`src/rtl/tl_cntr_w_left_timed_if.sv`:
```
// Sensor/lamp bundle between the traffic-light controller and its environment.
// The slave side is the controller; the master side drives sensors and watches the lamps.
interface tl_cntr_w_left_timed_if #(
  parameter int unsigned CNT_W = 4
);
  logic             Ta;
  logic             Tal;
  logic             Tb;
  logic             Tbl;
  logic [1:0]       La;
  logic [1:0]       Lb;
  logic [2:0]       state;
  logic [CNT_W-1:0] timer;

  modport master (
    output Ta, Tal, Tb, Tbl,
    input  La, Lb, state, timer
  );

  modport slave (
    input  Ta, Tal, Tb, Tbl,
    output La, Lb, state, timer
  );
endinterface

```
`src/rtl/tl_cntr_w_left_timed.sv`:
```
// Two-road traffic light controller with optional left-turn phases and
// min-green / max-green / fixed-yellow dwell timing per state.
module tl_cntr_w_left_timed #(
  parameter int unsigned CNT_W     = 4,
  parameter int unsigned T_MIN_GRN = 4,
  parameter int unsigned T_MAX_GRN = 10,
  parameter int unsigned T_YEL     = 2,
  parameter int unsigned LEFT_EN   = 1
) (
  input logic                  clk,
  input logic                  reset,
  tl_cntr_w_left_timed_if.slave bus
);

  localparam logic [2:0] A_GRN  = 3'd0;
  localparam logic [2:0] A_YEL  = 3'd1;
  localparam logic [2:0] A_LFT  = 3'd2;
  localparam logic [2:0] A_LYEL = 3'd3;
  localparam logic [2:0] B_GRN  = 3'd4;
  localparam logic [2:0] B_YEL  = 3'd5;
  localparam logic [2:0] B_LFT  = 3'd6;
  localparam logic [2:0] B_LYEL = 3'd7;

  localparam logic [1:0] LAMP_GRN = 2'b00;
  localparam logic [1:0] LAMP_YEL = 2'b01;
  localparam logic [1:0] LAMP_RED = 2'b10;
  localparam logic [1:0] LAMP_LFT = 2'b11;

  // Timer values at which a phase is allowed / forced to end.
  localparam logic [CNT_W-1:0] MIN_LAST = CNT_W'(T_MIN_GRN - 1);
  localparam logic [CNT_W-1:0] MAX_LAST = CNT_W'(T_MAX_GRN - 1);
  localparam logic [CNT_W-1:0] YEL_LAST = CNT_W'(T_YEL - 1);
  localparam logic             LEFT_ON  = (LEFT_EN != 0);

  logic [2:0]       state_q;
  logic [2:0]       state_d;
  logic [CNT_W-1:0] timer_q;
  logic [CNT_W-1:0] timer_d;
  logic [1:0]       la_q;
  logic [1:0]       la_d;
  logic [1:0]       lb_q;
  logic [1:0]       lb_d;

  logic min_ok;
  logic max_hit;
  logic yel_hit;

  // Road A lamp for a given state; road A is red in every B state.
  function automatic logic [1:0] lamp_a(input logic [2:0] s);
    logic [1:0] l;
    l = LAMP_RED;
    case (s)
      A_GRN:         l = LAMP_GRN;
      A_YEL, A_LYEL: l = LAMP_YEL;
      A_LFT:         l = LAMP_LFT;
      default:       l = LAMP_RED;
    endcase
    return l;
  endfunction

  // Road B lamp, mirror of road A.
  function automatic logic [1:0] lamp_b(input logic [2:0] s);
    logic [1:0] l;
    l = LAMP_RED;
    case (s)
      B_GRN:         l = LAMP_GRN;
      B_YEL, B_LYEL: l = LAMP_YEL;
      B_LFT:         l = LAMP_LFT;
      default:       l = LAMP_RED;
    endcase
    return l;
  endfunction

  // Dwell qualifiers from the current-state timer.
  always_comb begin
    min_ok  = 1'b0;
    max_hit = 1'b0;
    yel_hit = 1'b0;
    min_ok  = (timer_q >= MIN_LAST);
    max_hit = (timer_q == MAX_LAST);
    yel_hit = (timer_q == YEL_LAST);
  end

  // Next state, next timer and next lamps; lamps are decoded from the next
  // state so the registered lamps change on the same edge as the state.
  always_comb begin
    state_d = state_q;
    timer_d = timer_q;
    la_d    = LAMP_GRN;
    lb_d    = LAMP_RED;

    case (state_q)
      A_GRN: begin
        if (min_ok && (!bus.Ta || max_hit)) state_d = A_YEL;
      end
      A_YEL: begin
        if (yel_hit) state_d = (LEFT_ON && bus.Tal) ? A_LFT : B_GRN;
      end
      A_LFT: begin
        if (!LEFT_ON)                             state_d = A_GRN;
        else if (min_ok && (!bus.Tal || max_hit)) state_d = A_LYEL;
      end
      A_LYEL: begin
        if (!LEFT_ON)     state_d = A_GRN;
        else if (yel_hit) state_d = B_GRN;
      end
      B_GRN: begin
        if (min_ok && (!bus.Tb || max_hit)) state_d = B_YEL;
      end
      B_YEL: begin
        if (yel_hit) state_d = (LEFT_ON && bus.Tbl) ? B_LFT : A_GRN;
      end
      B_LFT: begin
        if (!LEFT_ON)                             state_d = A_GRN;
        else if (min_ok && (!bus.Tbl || max_hit)) state_d = B_LYEL;
      end
      B_LYEL: begin
        if (!LEFT_ON)     state_d = A_GRN;
        else if (yel_hit) state_d = A_GRN;
      end
      default: state_d = A_GRN;
    endcase

    // Timer restarts on a state change and saturates otherwise.
    if (state_d != state_q)    timer_d = '0;
    else if (timer_q == '1)    timer_d = timer_q;
    else                       timer_d = timer_q + CNT_W'(1);

    la_d = lamp_a(state_d);
    lb_d = lamp_b(state_d);
  end

  always_ff @(posedge clk) begin
    if (reset) begin
      state_q <= A_GRN;
      timer_q <= '0;
      la_q    <= LAMP_GRN;
      lb_q    <= LAMP_RED;
    end else begin
      state_q <= state_d;
      timer_q <= timer_d;
      la_q    <= la_d;
      lb_q    <= lb_d;
    end
  end

  assign bus.state = state_q;
  assign bus.timer = timer_q;
  assign bus.La    = la_q;
  assign bus.Lb    = lb_q;

endmodule

```
`src/flat_wrapper.sv`:
```
// flat-port wrapper written by rule: the top's interface ports become plain ports
module tl_cntr_w_left_timed_flat 
#(
  parameter int unsigned CNT_W     = 4,
  parameter int unsigned T_MIN_GRN = 4,
  parameter int unsigned T_MAX_GRN = 10,
  parameter int unsigned T_YEL     = 2,
  parameter int unsigned LEFT_EN   = 1
)
  (clk, reset, bus_Ta, bus_Tal, bus_Tb, bus_Tbl, bus_La, bus_Lb, bus_state, bus_timer);
  tl_cntr_w_left_timed_if #(.CNT_W(CNT_W)) bus_i ();
  input logic clk;
  input logic reset;
  input wire logic [$bits(bus_i.Ta)-1:0] bus_Ta;
  input wire logic [$bits(bus_i.Tal)-1:0] bus_Tal;
  input wire logic [$bits(bus_i.Tb)-1:0] bus_Tb;
  input wire logic [$bits(bus_i.Tbl)-1:0] bus_Tbl;
  output wire logic [$bits(bus_i.La)-1:0] bus_La;
  output wire logic [$bits(bus_i.Lb)-1:0] bus_Lb;
  output wire logic [$bits(bus_i.state)-1:0] bus_state;
  output wire logic [$bits(bus_i.timer)-1:0] bus_timer;
  assign bus_i.Ta = bus_Ta;
  assign bus_i.Tal = bus_Tal;
  assign bus_i.Tb = bus_Tb;
  assign bus_i.Tbl = bus_Tbl;
  assign bus_La = bus_i.La;
  assign bus_Lb = bus_i.Lb;
  assign bus_state = bus_i.state;
  assign bus_timer = bus_i.timer;
  tl_cntr_w_left_timed #(.CNT_W(CNT_W), .T_MIN_GRN(T_MIN_GRN), .T_MAX_GRN(T_MAX_GRN), .T_YEL(T_YEL), .LEFT_EN(LEFT_EN)) u_core (.clk(clk), .reset(reset), .bus(bus_i));
endmodule
```
`config.mk`:
```
export PLATFORM = sky130hd
export DESIGN_NAME = tl_cntr_w_left_timed_flat
export DESIGN_NICKNAME = d
export VERILOG_FILES = /design/src/rtl/tl_cntr_w_left_timed_if.sv /design/src/rtl/tl_cntr_w_left_timed.sv /design/src/flat_wrapper.sv
export SDC_FILE = /design/constraint.sdc
export NUM_CORES = 1
export LEC_CHECK = 0
export CORE_AREA = 2 2 39 41
export CTS_BUF_LIST = sky130_fd_sc_hd__clkbuf_4
export DETAILED_ROUTE_END_ITERATION = 10
export DIE_AREA = 0 0 41 43
export PLACE_DENSITY_LB_ADDON = 0.1
export SYNTH_ARGS = -nofsm -noshare
export SYNTH_HDL_FRONTEND = slang
export SYNTH_SLANG_ARGS = --single-unit
export TNS_END_PERCENT = 5
```
`constraint.sdc`:
```
create_clock -name clk -period 1.65 [get_ports clk]
set_clock_uncertainty 0.05 [all_clocks]
set_input_delay 0.33 -clock clk [delete_from_list [all_inputs] [get_ports clk]]
set_output_delay 0.33 -clock clk [all_outputs]
set_load 0.02 [all_outputs]
```
After elaboration in Yosys (flattened, before gate mapping)
Index checks and enable logic that the tools add are counted.
{ "op_classes": {"n_addsub": 1, "n_lt_le_gt_ge": 1, "eq_ne": 18, "mux": 13, "reduce_logical": 17} }
{ "op_table": {"columns": ["op", "count"], "rows": [
  ["3-bit 2-to-1 mux", 10],
  ["3-bit equality test (second input constant)", 8],
  ["3-bit case mux with 8 select lines", 1],
  ["3-bit by 2-bit equality test with 1-bit output (second input constant)", 4],
  ["2-bit case mux with 3 select lines", 2],
  ["4-bit equality test (second input constant)", 2],
  ["3-bit by 1-bit equality test with 1-bit output (second input constant)", 2],
  ["3-bit zero test", 2],
  ["2-bit OR reduction", 3],
  ["4-bit by 1-bit adder with 4-bit output (second input constant)", 1],
  ["4-bit by 1-bit equality test with 1-bit output (second input constant)", 1],
  ["4-bit by 2-bit greater-or-equal comparator with 1-bit output (second input constant)", 1],
  ["1-bit logical AND", 4],
  ["1-bit zero test", 4],
  ["1-bit logical OR", 4],
  ["3-bit inequality test", 1]
]} }
{ "totals": {"reg_bits": 11, "input_bits": 6, "output_inout_bits": 11, "word_cells": 54} }

Depth between registers and ports, before layout
Gate-level depths: netlist (run 1).
{ "depth": {"ltp_word": 8, "ltp_mapped": 7, "ltp_nobuf": 7} }

Worst setup path after synthesis (run 1)
OpenSTA, ideal clock, no wires.
{ "synth_path": {"path_kind": "register -> register", "start": "register u_core.timer_q[0] (netlist: u_core.bus.timer[0])", "end": "register u_core.lb_q[1] (netlist: u_core.bus.Lb[1])", "setup_ns": 0.133, "arrival_time_ns": 1.501, "setup_slack_ns": -0.034, "path_stages_with_launch": 7, "path_buffers": 0, "synth_period_minus_slack_ns": 1.684, "path_cell_list": "dfxtp_1 ha_1 nand4bb_4 a211o_1 a21o_1 inv_1 o31ai_2"} }
{ "synth_via": {"elab_chain_len": 8} }
{ "synth_lines": {"columns": ["element", "line", "text"], "rows": [
  ["start, declared", "tl_cntr_w_left_timed.sv:37", "logic [CNT_W-1:0] timer_q;"],
  ["start signal, assigned", "tl_cntr_w_left_timed.sv:141", "timer_q <= timer_d;"],
  ["branches (longest 4 deep; another with 4-bit by 2-bit greater-or-equal comparator with 1-bit output)", null, null],
  ["3-bit case mux with 8 select lines (*)", "tl_cntr_w_left_timed.sv:92", "case (state_q)"],
  ["3-bit equality test", "tl_cntr_w_left_timed.sv:65", "case (s)"],
  ["2-bit OR reduction", "tl_cntr_w_left_timed.sv:65", null],
  ["2-bit case mux with 3 select lines (*)", "tl_cntr_w_left_timed.sv:65", null],
  ["end signal, assigned", "tl_cntr_w_left_timed.sv:143", "lb_q <= lb_d;"],
  ["end, declared", "tl_cntr_w_left_timed.sv:41", "logic [1:0] lb_q;"]
]} }
Every way passes the cells marked *.
A chain may end at the register's enable or synchronous reset.

Worst setup path in the final report (run 1)
{ "layout_path": {"start": "register u_core.lb_q[0] (netlist: u_core.bus.Lb[0])", "end": "output port bus_Lb[0]"} }
{ "layout_lines": {"columns": ["element", "line", "text"], "rows": [
  ["end, declared", "flat_wrapper.sv:19", "output wire logic [$bits(bus_i.Lb)-1:0] bus_Lb;"]
]} }
No word-level cell between the ends.

==> flow_metrics.py, run 1 <==
metrics = {
    "logic_synthesis": {
        "synth_area_leaders": "dfxtp_1 (38%), a2111oi_2 (5.2%), nand4bb_4 (4.7%), ha_1 (4.3%), nor3_1 (4.3%)",
        "synth.largest_area_cell": "dfxtp_1",
        "syn_area_um2": 581,
        "avgSynthCellArea_um2": 9.52,
        "yosys_warnings": 0,
        "seq_area_frac_synth": 0.379,
        "yosys.area_share.simple": 0.228,
        "synth_cells": 61,
        "synthAdderAreaFrac": 0.0431,
        "synth.distinct_cells": 30,
        "synth_fp_nets": 69,
        "synthMuxAreaShare": 0.0345,
        "yosysTopAreaCellShare": 0.379,
        "ys_seq_elements": 11,
        "synth_compound_gate_area_share": 0.267,
        "synth-xor-area-share": 0.0151,
        "synth_top_family_by_area": "compound AO/OA/AOI/OAI gates",
    },
    "timing": {
        "post-route-period-util": 0.947,
        "maxSlewHeadroom": 0.800,
        "fmax_mhz": 640,
        "setup_viol": 0,
        "worst_slack_ns": 0.0868,
        "rsz0062_at_grt": "yes",
        "min_period_ns": 1.56,
        "drv_slew": 0,
        "worstMarginPinSlew_ns": 0.292,
        "finalHoldViolations": 0,
        "timing.hold.ws_ns": 0.523,
    },
    "place": {
        "numPortBuffers": 16,
        "gp_congestion": 0.754,
        "place_ws_ns": -0.121,
        "dp_cells": 98,
        "place_hpwl_um": 918,
    },
    "routing": {
        "num_vias": 527,
        "avgRoutedWirePerCell_um": 12.2,
        "drtIter0Drc": 18,
        "routed_via_density": 5.17,
        "ant_nets": 0,
        "drc": 0,
        "first_pass_iters": 4,
        "drt_wl_total_mm": 1.24,
    },
    "critical_path": {
        "path_depth": 1,
        "crit_chain": "clkdlybuf4s50_1",
        "cpPeakStageDelay_ns": 0.60,
        "crit_end": "bus_Lb[0]",
        "r2r_start": "u_core.bus.timer[1]$_SDFFE_PP0P_",
        "arrival_ns": 1.18,
        "cp_slowest_cell": "clkdlybuf4s50_1",
        "crit_start": "u_core.bus.Lb[0]$_SDFF_PP0_",
        "critical_path.top_delay_family": "buffers and inverters",
        "required_ns": 1.27,
        "critPathKind": "reg -> out",
        "end_kind": "primary output",
        "r2r_slack_ns": 0.09,
        "start_kind": "flop",
        "critPathMaxFanout": 1,
        "cp_num_buf_inv": 1,
        "ff2ff_path_depth": 7,
        "rr_endpoint": "u_core.bus.Lb[1]$_SDFF_PP1_",
    },
    "die": {
        "num_rows": 14,
        "die_h_um": 43,
        "initial_core_util": 0.420,
        "core_um2": 1380,
        "io-pin-count": 17,
        "dieWidth_um": 41,
        "dieArea_um2": 1760,
    },
    "global_routing": {
        "grt.total_usage": 0.171,
        "grt_max_degree": 8,
        "antenna_found_initial": 0,
        "grt_pass1_vias": 487,
        "grt_overflow": 0,
        "grt_pass1_wl_mm": 2.06,
    },
    "cts": {
        "cts.sinks": 11,
        "clk_pin_slew_worst_paths_ns": 0.07,
        "clock_path_buffers": 2,
        "htreeDepth": 1,
        "cts_tree": "yes",
        "ctsHoldBuffers": 0,
        "post_cts_buffers": 0,
        "ctsRootBufferMaster": "clkbuf_4",
        "cts_buffers": 3,
        "clk_latency_ns": 0.28,
    },
    "finish": {
        "final_util": 0.615,
        "nets": 95,
        "n_antenna_cell": 0,
        "instances_no_fill": 102,
        "drive_above_1_share": 0.267,
        "area_delta_synth_final_pct": 46.6,
    },
    "power": {
        "p_per_area_nw_per_um2": 803,
        "ir_worst_vdd_v": 0.000476,
        "power.total_mw": 0.683,
        "leakage_nw": 0.357,
    },
    "outcome": {
        "status": "complete, no violations",
    },
    "min_path": {
        "hold_path_class": "reg -> reg",
    },
    "flow_run": {
        "max_cap_viol_count": 0,
    },
}
==> worst min path at each step <==
| stage | from | end | slack, ns | cells past startpoint |
|---|---|---|---|---|
| 5_1_grt | u_core.bus.timer[1]$_SDFFE_PP0P_ | u_core.bus.timer[3]$_SDFFE_PP0P_ | 0.55 | 2 |
| 3_5_place_dp | u_core.bus.timer[0]$_SDFFE_PP0P_ | u_core.bus.timer[0]$_SDFFE_PP0P_ | 0.51 | 2 |
| 6_report | u_core.bus.timer[3]$_SDFFE_PP0P_ | u_core.bus.timer[3]$_SDFFE_PP0P_ | 0.52 | 2 |
| 3_3_place_gp | u_core.bus.timer[0]$_SDFFE_PP0P_ | u_core.bus.timer[0]$_SDFFE_PP0P_ | 0.51 | 2 |
| 2_1_floorplan | u_core.bus.timer[0]$_SDFFE_PP0P_ | u_core.bus.timer[0]$_SDFFE_PP0P_ | 0.54 | 2 |
| 4_1_cts | u_core.bus.timer[0]$_SDFFE_PP0P_ | u_core.bus.timer[0]$_SDFFE_PP0P_ | 0.53 | 2 |
==> worst register-to-register path: cells and delay by family, from the launching register on <==
kind	cells	cell delay [ns]
simple gates	1	0.15
compound gates	3	0.54
fa+ha+maj	1	0.16
buf+inv	2	0.19
flops	1	0.34
==> cells in the final DEF (no fill, tap or decap), types with 4 or more instances in the layout <==
cell type	count
buf_4	6
clkbuf_4	4
clkdlybuf4s50_1	9
dfxtp_1	9
dlygate4sd2_1	6
inv_1	4
nor3_1	4
==> cell usage after synthesis <==
library cell / n
nand2b_1: 1
inv_1: 4
nand4bb_4: 1
o21a_1: 2
o31ai_2: 1
a211o_1: 1
o41ai_2: 1
a21o_1: 1
mux2i_1: 2
o22ai_1: 1
a2111oi_2: 2
xnor2_1: 1
nand2b_2: 1
a31oi_1: 1
o22a_1: 1
o21ai_0: 2
nor2b_1: 1
nand3_1: 3
a311oi_1: 1
o21ai_1: 1
dfxtp_1: 11
ha_1: 2
or2_2: 1
and2b_2: 1
or2_1: 1
nand2_1: 3
nor3_1: 5
buf_1: 1
nor2_1: 3
a21oi_1: 4
==> flip-flops by register name (all words and copies together) (netlist names) <==
| name | cells |
|---|---|
| u_core.bus.La | 2 |
| u_core.bus.Lb | 2 |
| u_core.bus.state | 3 |
| u_core.bus.timer | 4 |
==> through the flow <==
stage	setup TNS, ns	instance area, µm²
floorplan	0	582
global placement	-0.347	803
detailed placement	-0.358	803
CTS	0	828
global route	-0.00898	851
finish	0	851
==> cells by family after synthesis <==
group                    Yosys count
XOR/XNOR                           1
adder cells (fa/ha/maj)            2
AO/OA/AOI/OAI                     19
multiplexers                       2
buffers and inverters              5
flip-flops                        11
AND/OR/NAND/NOR                   21
==> report_power, final <==
group / switching (mW) / internal (mW)
sequential: 0.0178 / 0.283
combinational: 0.0861 / 0.0912
clock: 0.0946 / 0.110
total: 0.198 / 0.485
==> timing repair <==
action,in CTS,in global routing
pin swaps,0,1
endpoints found under the setup margin,7,6
resized for setup,7,6
cloned,0,0
==> routing by layer <==
layer	GRT usage	up-vias	wire length, µm
met5	0	-	0
met4	0.100	0	40
met3	0.0157	5	82
met2	0.238	15	511
met1	0.248	232	607
li1	-	275	-
==> cell type report <==
class / count / area (µm²)
tap: 16 / 20.0
timing repair buffer: 22 / 200
sequential: 11 / 223
clock buffer: 4 / 30.0
multi-input combinational: 45 / 363
inverter: 4 / 15.0
fill: 136 / 533
Note: power is estimated with default switching activity, not from simulation.
==> run 2: changes to the inputs <==
GPL_ROUTABILITY_DRIVEN = 0   (was unset)
==> results of run 2 <==
The final DEF is identical to that of run 1; final timing and power are the same.
==> run 3: changes to the inputs <==
CAP_MARGIN = 20   (was unset)
==> results of run 3 <==
The final DEF is identical to that of run 1; final timing and power are the same.
